===== config.mk =====
export PLATFORM = sky130hd
export DESIGN_NAME = ir_scan_scheduler
export DESIGN_NICKNAME = d
export VERILOG_FILES = /design/src/rtl/nav_pkg.sv /design/src/rtl/ir_lpf_update.sv /design/src/rtl/ir_scan_scheduler.sv
export SDC_FILE = /design/constraint.sdc
export NUM_CORES = 1
export LEC_CHECK = 0
export ABC_AREA = 0
export BUFFER_PORTS_ARGS = -buffer_cell sky130_fd_sc_hd__clkbuf_2
export CAP_MARGIN = 20
export CORE_ASPECT_RATIO = 0.5
export CORE_MARGIN = 2
export CORE_UTILIZATION = 64
export DETAILED_ROUTE_END_ITERATION = 7
export PLACE_DENSITY = 0.86
export SETUP_SLACK_MARGIN = 0.2
export SLEW_MARGIN = 20
export SYNTH_ARGS = -nofsm -noshare
export SYNTH_HDL_FRONTEND = slang
export SYNTH_SLANG_ARGS = --single-unit

===== constraint.sdc =====
create_clock -name clk_in -period 15.6 [get_ports clk_in]
set_input_delay 2.34 -clock clk_in [delete_from_list [all_inputs] [get_ports clk_in]]
set_output_delay 2.34 -clock clk_in [all_outputs]
set_load 0.005 [all_outputs]

===== src/rtl/nav_pkg.sv =====
// Shared navigation types: IR channel encoding, scan FSM states and datapath widths.
// Used by ir_scan_scheduler and navigation_fsm.
package nav_pkg;

    localparam int unsigned IR_W  = 16;   // filtered IR level width
    localparam int unsigned ADC_W = 12;   // raw ADC result width

    typedef enum logic [1:0] {
        IR_RIGHT   = 2'd0,
        IR_FORWARD = 2'd1,
        IR_LEFT    = 2'd2
    } ir_chan_t;

    typedef enum logic [2:0] {
        ST_IDLE   = 3'd0,
        ST_START  = 3'd1,
        ST_WAIT   = 3'd2,
        ST_UPDATE = 3'd3,
        ST_DONE   = 3'd4
    } scan_state_t;

endpackage


===== src/rtl/ir_lpf_update.sv =====
// One-pole IIR step for a single IR channel: y_next = y + ((x - y) >>> FILT_SHIFT).
// An unseeded channel loads x directly so the first sample is not dragged up from zero.
// Ports:
//   x_i       new sample, zero-extended ADC result
//   y_i       current filter state
//   seeded_i  channel has already taken a sample since reset
//   y_next_o  next filter state
module ir_lpf_update
    import nav_pkg::*;
#(
    parameter int unsigned FILT_SHIFT = 2
) (
    input  logic [IR_W-1:0] x_i,
    input  logic [IR_W-1:0] y_i,
    input  logic            seeded_i,
    output logic [IR_W-1:0] y_next_o
);

    logic signed [IR_W:0] diff;
    logic signed [IR_W:0] step;
    logic signed [IR_W:0] sum;

    // Signed 17-bit difference keeps the arithmetic shift rounding toward -inf on decay.
    always_comb begin
        diff     = $signed({1'b0, x_i}) - $signed({1'b0, y_i});
        step     = diff >>> FILT_SHIFT;
        sum      = $signed({1'b0, y_i}) + step;
        y_next_o = seeded_i ? sum[IR_W-1:0] : x_i;
    end

endmodule


===== src/rtl/ir_scan_scheduler.sv =====
// Periodically sequences the shared IR ADC over right, forward and left sensors,
// low-pass filters each result and applies hysteresis to the forward level.
// Ports:
//   clk_in, reset_in         clock, asynchronous active-high reset
//   scan_en                  enables periodic scanning
//   adc_start, adc_channel   conversion request pulse and channel select
//   adc_done, adc_data       conversion-complete strobe and result
//   right_ir, left_ir,
//   forward_level            filtered levels, updated at the end of UPDATE
//   forward_ir               forward level with hysteresis
//   scan_valid               pulse while in DONE
//   adc_timeout              pulse on the WAIT cycle that abandons a conversion
//   scan_overrun             pulse on the cycle a period tick is dropped
module ir_scan_scheduler
    import nav_pkg::*;
#(
    parameter int unsigned SCAN_PERIOD = 50000,
    parameter int unsigned ADC_TIMEOUT = 256,
    parameter int unsigned FILT_SHIFT  = 2,
    parameter int unsigned FWD_HI      = 1200,
    parameter int unsigned FWD_LO      = 1000
) (
    input  logic             clk_in,
    input  logic             reset_in,
    input  logic             scan_en,
    output logic             adc_start,
    output logic [1:0]       adc_channel,
    input  logic             adc_done,
    input  logic [ADC_W-1:0] adc_data,
    output logic [IR_W-1:0]  right_ir,
    output logic [IR_W-1:0]  left_ir,
    output logic [IR_W-1:0]  forward_level,
    output logic             forward_ir,
    output logic             scan_valid,
    output logic             adc_timeout,
    output logic             scan_overrun
);

    localparam int unsigned PER_W = $clog2(SCAN_PERIOD);
    localparam int unsigned TMO_W = $clog2(ADC_TIMEOUT + 1);
    localparam logic [PER_W-1:0] PER_LAST = PER_W'(SCAN_PERIOD - 1);
    localparam logic [TMO_W-1:0] TMO_LAST = TMO_W'(ADC_TIMEOUT - 1);

    scan_state_t      state_q;
    ir_chan_t         chan_q;
    logic [PER_W-1:0] per_cnt_q;
    logic [TMO_W-1:0] tmo_cnt_q;
    logic [ADC_W-1:0] data_q;
    logic [IR_W-1:0]  right_q, fwd_q, left_q;
    logic [2:0]       seeded_q;
    logic             fwd_ir_q, adc_start_q, scan_valid_q;

    logic             tick;
    logic             tmo_hit;
    logic [IR_W-1:0]  y_sel;
    logic             seeded_sel;
    logic [IR_W-1:0]  y_next_d;

    assign tick    = scan_en && (per_cnt_q == PER_LAST);
    // adc_done in the same cycle as the last timeout count takes priority.
    assign tmo_hit = (state_q == ST_WAIT) && !adc_done && (tmo_cnt_q == TMO_LAST);

    // Period counter: parked at zero while scanning is disabled.
    always_ff @(posedge clk_in or posedge reset_in) begin
        if (reset_in) begin
            per_cnt_q <= '0;
        end else if (!scan_en || per_cnt_q == PER_LAST) begin
            per_cnt_q <= '0;
        end else begin
            per_cnt_q <= PER_W'(per_cnt_q + 1'b1);
        end
    end

    // Single filter datapath shared by all three channels.
    always_comb begin
        y_sel      = right_q;
        seeded_sel = seeded_q[0];
        case (chan_q)
            IR_FORWARD: begin
                y_sel      = fwd_q;
                seeded_sel = seeded_q[1];
            end
            IR_LEFT: begin
                y_sel      = left_q;
                seeded_sel = seeded_q[2];
            end
            default: ;
        endcase
    end

    ir_lpf_update #(
        .FILT_SHIFT (FILT_SHIFT)
    ) u_lpf (
        .x_i      (IR_W'(data_q)),
        .y_i      (y_sel),
        .seeded_i (seeded_sel),
        .y_next_o (y_next_d)
    );

    // Scan sequencer with registered request/valid outputs and filter state.
    always_ff @(posedge clk_in or posedge reset_in) begin
        if (reset_in) begin
            state_q      <= ST_IDLE;
            chan_q       <= IR_RIGHT;
            tmo_cnt_q    <= '0;
            data_q       <= '0;
            right_q      <= '0;
            fwd_q        <= '0;
            left_q       <= '0;
            seeded_q     <= '0;
            fwd_ir_q     <= 1'b0;
            adc_start_q  <= 1'b0;
            scan_valid_q <= 1'b0;
        end else begin
            adc_start_q  <= 1'b0;
            scan_valid_q <= 1'b0;
            case (state_q)
                ST_IDLE: begin
                    if (tick) begin
                        state_q     <= ST_START;
                        chan_q      <= IR_RIGHT;
                        adc_start_q <= 1'b1;
                    end
                end
                ST_START: begin
                    state_q   <= ST_WAIT;
                    tmo_cnt_q <= '0;
                end
                ST_WAIT: begin
                    if (adc_done) begin
                        data_q  <= adc_data;
                        state_q <= ST_UPDATE;
                    end else if (tmo_hit) begin
                        if (chan_q == IR_LEFT) begin
                            state_q      <= ST_DONE;
                            scan_valid_q <= 1'b1;
                        end else begin
                            state_q     <= ST_START;
                            chan_q      <= ir_chan_t'(chan_q + 2'd1);
                            adc_start_q <= 1'b1;
                        end
                    end else begin
                        tmo_cnt_q <= TMO_W'(tmo_cnt_q + 1'b1);
                    end
                end
                ST_UPDATE: begin
                    case (chan_q)
                        IR_FORWARD: begin
                            fwd_q       <= y_next_d;
                            seeded_q[1] <= 1'b1;
                            if (y_next_d > IR_W'(FWD_HI)) begin
                                fwd_ir_q <= 1'b1;
                            end else if (y_next_d < IR_W'(FWD_LO)) begin
                                fwd_ir_q <= 1'b0;
                            end
                        end
                        IR_LEFT: begin
                            left_q      <= y_next_d;
                            seeded_q[2] <= 1'b1;
                        end
                        default: begin
                            right_q     <= y_next_d;
                            seeded_q[0] <= 1'b1;
                        end
                    endcase
                    if (chan_q == IR_LEFT) begin
                        state_q      <= ST_DONE;
                        scan_valid_q <= 1'b1;
                    end else begin
                        state_q     <= ST_START;
                        chan_q      <= ir_chan_t'(chan_q + 2'd1);
                        adc_start_q <= 1'b1;
                    end
                end
                ST_DONE: begin
                    state_q <= ST_IDLE;
                end
                default: begin
                    state_q <= ST_IDLE;
                end
            endcase
        end
    end

    assign adc_start     = adc_start_q;
    assign adc_channel   = chan_q;
    assign scan_valid    = scan_valid_q;
    assign right_ir      = right_q;
    assign left_ir       = left_q;
    assign forward_level = fwd_q;
    assign forward_ir    = fwd_ir_q;
    assign adc_timeout   = tmo_hit;
    // A tick that lands outside IDLE is discarded.
    assign scan_overrun  = tick && (state_q != ST_IDLE);

endmodule


Word level (Yosys, flattened, before mapping)
Index checks and enable logic that the tools add are counted.
{"block": "totals", "reg_bits": 96, "in_bits": 16}
{"block": "classes", "addsub": 5, "magnitude_cmp": 2, "n_eq_ne": 12, "mux": 28, "bitwise_logic": 1, "reduce_logical": 21}
{"op": "$mux W16", "n": 2}
{"op": "$pmux W16 S2", "n": 1}
{"op": "$mux W9", "n": 2}
{"op": "$pmux W9 S2", "n": 1}
{"op": "$sub A12 B16 Y17", "n": 1}
{"op": "$add A16 B1 Y16 const B", "n": 1}
{"op": "$add A16 B15 Y16", "n": 1}
{"op": "$eq A16 B16 Y1 const B", "n": 1}
{"op": "$gt A16 B11 Y1 const B", "n": 1}
{"op": "$lt A16 B10 Y1 const B", "n": 1}
{"op": "$mux W3", "n": 4}
{"op": "$pmux W3 S4", "n": 1}
{"op": "$reduce_and A2 Y1", "n": 5}
{"op": "$add A9 B1 Y9 const B", "n": 1}
{"op": "$eq A9 B8 Y1 const B", "n": 1}
{"op": "$mux W1", "n": 9}
{"op": "$mux W2", "n": 4}
{"op": "$ne A2 B2 Y1 const B", "n": 4}
{"op": "$eq A3 B2 Y1 const B", "n": 2}
{"op": "$pmux W2 S3", "n": 1}
{"op": "$reduce_and A3 Y1", "n": 2}
{"op": "$reduce_bool A3 Y1", "n": 2}
{"op": "$logic_and A1 B1 Y1", "n": 4}
{"op": "$pmux W1 S2", "n": 2}
{"op": "other kinds (13)", "n": 15}

Longest topological paths before layout
{"block": "depth", "word_depth": 8, "mapped_depth": 27, "depth_no_buf": 22}

Cells and area by module
A second synthesis with hierarchy kept.
{"block": "unflattened", "cells_unflattened": 585, "hier_area_um2": 5990.7}
{"mod": "ir_scan_scheduler", "instances": 1, "cells_per_inst": 381, "area_each_um2": 4388.0, "seq_area_each_um2": 2402.3}
{"mod": "ir_lpf_update", "instances": 1, "cells_per_inst": 204, "area_each_um2": 1602.8, "seq_area_each_um2": 0.0}

Least setup slack after synthesis
OpenSTA, ideal clock, no wires.
{"block": "synth_path", "path_kind": "register to register", "startpoint": "reg chan_q[0] (netlist: adc_channel[0])", "endpoint": "reg fwd_ir_q (netlist: forward_ir)", "setup_time_ns": 0.124, "arrival_ns": 5.095, "t_required_ns": 15.476, "path_slack_ns": 10.382, "path_stages_with_launch": 28, "path_cell_list": "dfrtp_1 > inv_1 > ha_1 > buf_4 > buf_6 > clkbuf_1 > clkbuf_1 > nand2_1 > o21ai_0 > inv_1 > ha_1 > inv_1 > or3_1 > nand2_1 > a41oi_1 > nor3_1 > nor2_1 > ha_1 > clkbuf_1 > a21o_1 > a21o_1 > a21oi_1 > or3_1 > o211ai_1 > nor2_1 > and4b_1 > nand2_1 > o31a_1"}
{"block": "synth_via", "elab_chain_len": 8, "elab_cells_between_ends": 12, "cone_classes": "2 x add/sub; 2 x order compare; 2 x eq/ne; 4 x mux; 2 x reduce/logical"}
{"item": "start, declared", "line": "ir_scan_scheduler.sv:45", "rtl": "ir_chan_t chan_q;"}
{"item": "start signal, assigned", "line": "ir_scan_scheduler.sv:139", "rtl": "chan_q <= ir_chan_t'(chan_q + 2'd1);"}
{"item": "start signal, assigned", "line": "ir_scan_scheduler.sv:171", "rtl": "chan_q <= ir_chan_t'(chan_q + 2'd1);"}
{"item": "$eq A2 B2 Y1 or $eq A2 B1 Y1 (tied branches)", "line": "ir_scan_scheduler.sv:78, ir_scan_scheduler.sv:147"}
{"item": "$pmux W16 S2", "line": "ir_scan_scheduler.sv:78", "rtl": "case (chan_q)"}
{"item": "$sub A12 B16 Y17", "line": "ir_lpf_update.sv:25", "rtl": "diff = $signed({1'b0, x_i}) - $signed({1'b0, y_i});"}
{"item": "$add A16 B15 Y16", "line": "ir_lpf_update.sv:27", "rtl": "sum = $signed({1'b0, y_i}) + step;"}
{"item": "$mux W16", "line": "ir_lpf_update.sv:28", "rtl": "y_next_o = seeded_i ? sum[IR_W-1:0] : x_i;"}
{"item": "$gt A16 B11 Y1 or $lt A16 B10 Y1 (tied branches)", "line": "ir_scan_scheduler.sv:151, ir_scan_scheduler.sv:153"}
{"item": "$reduce_bool A2 Y1 (no source line)"}
{"item": "$reduce_and A3 Y1 (no source line)"}
{"item": "end signal, assigned", "line": "ir_scan_scheduler.sv:111", "rtl": "fwd_ir_q <= 1'b0;"}
{"item": "end signal, assigned", "line": "ir_scan_scheduler.sv:152", "rtl": "fwd_ir_q <= 1'b1;"}
{"item": "end signal, assigned", "line": "ir_scan_scheduler.sv:154", "rtl": "fwd_ir_q <= 1'b0;"}
{"item": "end, declared", "line": "ir_scan_scheduler.sv:51", "rtl": "logic fwd_ir_q, adc_start_q, scan_valid_q;"}
Parallel ways exist; a longest one is shown, timed or not.
A chain may end at the register's enable or synchronous reset.

Worst setup path in the final report
Ends and elaborated chain as after synthesis.

==> metrics <==
Worst Tran Pin Value=roughly 1.1 ns; drt initial violations=approximately 590; Area contributors post-synth=dfrtp_1 (40%), nand2_1 (5.6%), o21ai_0 (5.3%); count leader, synth=dfrtp_1; Cell Area, Synth=between 5000 and 6000 um^2; DR vias/cell=around 6.3; remaining global-route overflow=0; Post-Route WL=around 15 mm; Rel. slew slack=0.274; Critical Path Fanout Max=22; status=completed; top cells by count, synth=dfrtp_1 (96), nand2_1 (89), o21ai_0 (63); largest net degree at the start of global routing=between 80 and 90; hold slack=0.456 ns; chip width=about 140 um; Synth Area in Simple Gates=0.201; Layout Skew=0.00708 ns; Root Driver=clkbuf_16; Critical Path Sink Type=register; post-CTS sizing=0; initial antenna violation count=0; worst hold path type=reg2reg; Die ar.=10200 um^2; register bit count reported by yosys=96; Max-Cap Viols=0; fin. max-slew vios=0; Final Hold Vio Count=0; Yosys top cell by area=dfrtp_1; antenna cells=0; Synth Area in Compound Gates=0.182; first-pass GRT wire length=24.3 mm; Clock Latency Late Sink=approximately 0.35 ns; number of flops mapped to enable cells by yosys=0; Starting Density=0.672; Mapped Avg Cell Area=8.95 um^2; asr flop ratio synth=1.00; fin crit period=about 6.2 ns; share of cells above drive strength 1=0.175; TritonCTS buffer count=9; post-synthesis sequential area ratio=0.402; placed inst area=approximately 6300 um^2; postcts setup bufs=0; io pins=between 70 and 80; # port buffers=70; Clock H-tree levels=3; via count=between 5000 and 6000; RSZ-0062 raised after global routing=false; largest family of logic cells by synthesized area=simple AND/OR/NAND/NOR gates; Synth Area in Adders=0.0584; Core Rows=24; Yosys cell types=73; Synth Flop Type=dfrtp_1; number of fill cells=630; CP arrival=about 6.5 ns; overall fraction of global-route tracks in use=0.305; First-pass DRT Iterations=5; clk slew on worst S/H paths=around 0.070 ns; Setup Crit Path Kind=reg2reg; Final setup viols=0; Placeable Area=between 8000 and 9000 um^2; area fraction of the dominant cell type after synthesis=0.402; layout net count=approximately 750; synthesis warning total=0; Die Ht=slightly above 70 um; GPL Wtd Cong=~0.96; fin area=6690 um^2; WP data required=approximately 16 ns; post-route ant nets=0; DRC violations left=0; routed length per instance=17.6 um; clk sinks=96; crit start category=register; CTS tree=built; Mapped Nets=between 700 and 800; Period Utilization, post-route=0.399; Post-Synth XOR/XNOR Area=0.0743; mux contribution to synthesized area=0.0392; Clock Tree Buf Depth=2; vias in the first global route=between 4000 and 5000; Sum Neg Setup Slack=0 ns; Mapped Cells=between 600 and 700; Max Clock Freq=161 MHz; dpl hpwl=about 10 mm; cts hold-fix bufs=0; area grow syn2layout=11.9%
[through the flow]
step | setup slack [ns] | utilization | std cells
floorplan | 10.38 | - | 668
global placement | 9.79 | 0.712 | 822
detailed placement | 9.53 | 0.712 | 822
CTS | 9.52 | 0.752 | 838
global route | 8.82 | 0.753 | 838
finish | 9.38 | 0.753 | 838
[routing by layer]
layer / share of wire / track usage
met5: 0 / 0
met4: 0.016 / 0.0811
met3: 0.086 / 0.0746
met2: 0.46 / 0.481
met1: 0.44 / 0.431
[state kept, by name, indices dropped and copies added (netlist names)]
name	flops
adc_channel	2
adc_start	1
data_q	12
forward_ir	1
forward_level	16
left_ir	16
per_cnt_q	16
right_ir	16
scan_valid	1
seeded_q	3
state_q	3
tmo_cnt_q	9
[cell usage in the layout, fill, tap and decap left out, types with 5 or more instances in the layout]
cell type  netlist  final
xnor2_1         26     26
clkbuf_16        0      9
mux2_2          11     11
inv_1           22     21
mux2i_1         11     11
maj3_2           5      5
clkbuf_2         0     70
a221oi_1         6      6
a21oi_1         23     23
nand2b_1         8      8
xor2_1          21     21
a22oi_1         12     12
or3_1            6      6
ha_1            21     21
a31oi_1          6      6
nor3_1          14     13
nor2b_1          9      9
o21ai_0         63     63
nand4_1         10     10
nor2_1          59     59
nand3_1         21     20
o211ai_1         6      6
a21o_1           6      6
nand2_1         89     89
dfrtp_1         96     96
nor4_1           6      6
and3_1           9      9
[kinds of logic after synthesis]
group,Yosys count
buf+inv,58
xor+xnor,49
flops,96
fa+ha+maj,29
simple gates,253
compound gates,161
mux,22
[worst max-delay path: stages, from the launching register on]
cell and delay (ns):
dfrtp_1 0.42, inv_1 0.08, ha_1 0.73, a221oi_1 0.31
or2_1 0.42, xnor2_1 0.43, nor2_1 0.13, a221oi_1 0.28
or3_1 0.24, nand2_1 0.13, a41oi_1 0.51, xor2_1 0.13
ha_1 0.38, nand4_1 0.24, a2111o_1 0.44, a31oi_1 0.18
mux2i_1 0.39, and4b_1 0.32, nand2_1 0.07, o31a_1 0.29
[final timing paths]
path,startpoint,end,slack (ns),cells past startpoint
min in group asynchronous,reset_in,per_cnt_q[7],1.87,2
max in group asynchronous,reset_in,data_q[3],12.77,3
hold reg to reg,per_cnt_q[0],per_cnt_q[0],0.46,1
setup reg to reg,adc_channel[0],forward_ir,9.38,19
setup / recovery,adc_channel[0],forward_ir,9.38,19
hold / removal,per_cnt_q[0],per_cnt_q[0],0.46,1
[final cells by class]
class,instances,area [um^2],area share
multi-input cells,514,3330,0.497
inverters,22,85.1,0.0127
clock buffers,11,243,0.0363
flip-flops and latches,96,2400,0.359
repair buffers,73,377,0.0563
clock inverters,5,110,0.0165
well taps,117,146,0.0219
Power is left out: the tool's default activity adds up to more than one toggle a clock period on the data nets, which glitch-free logic cannot reach.
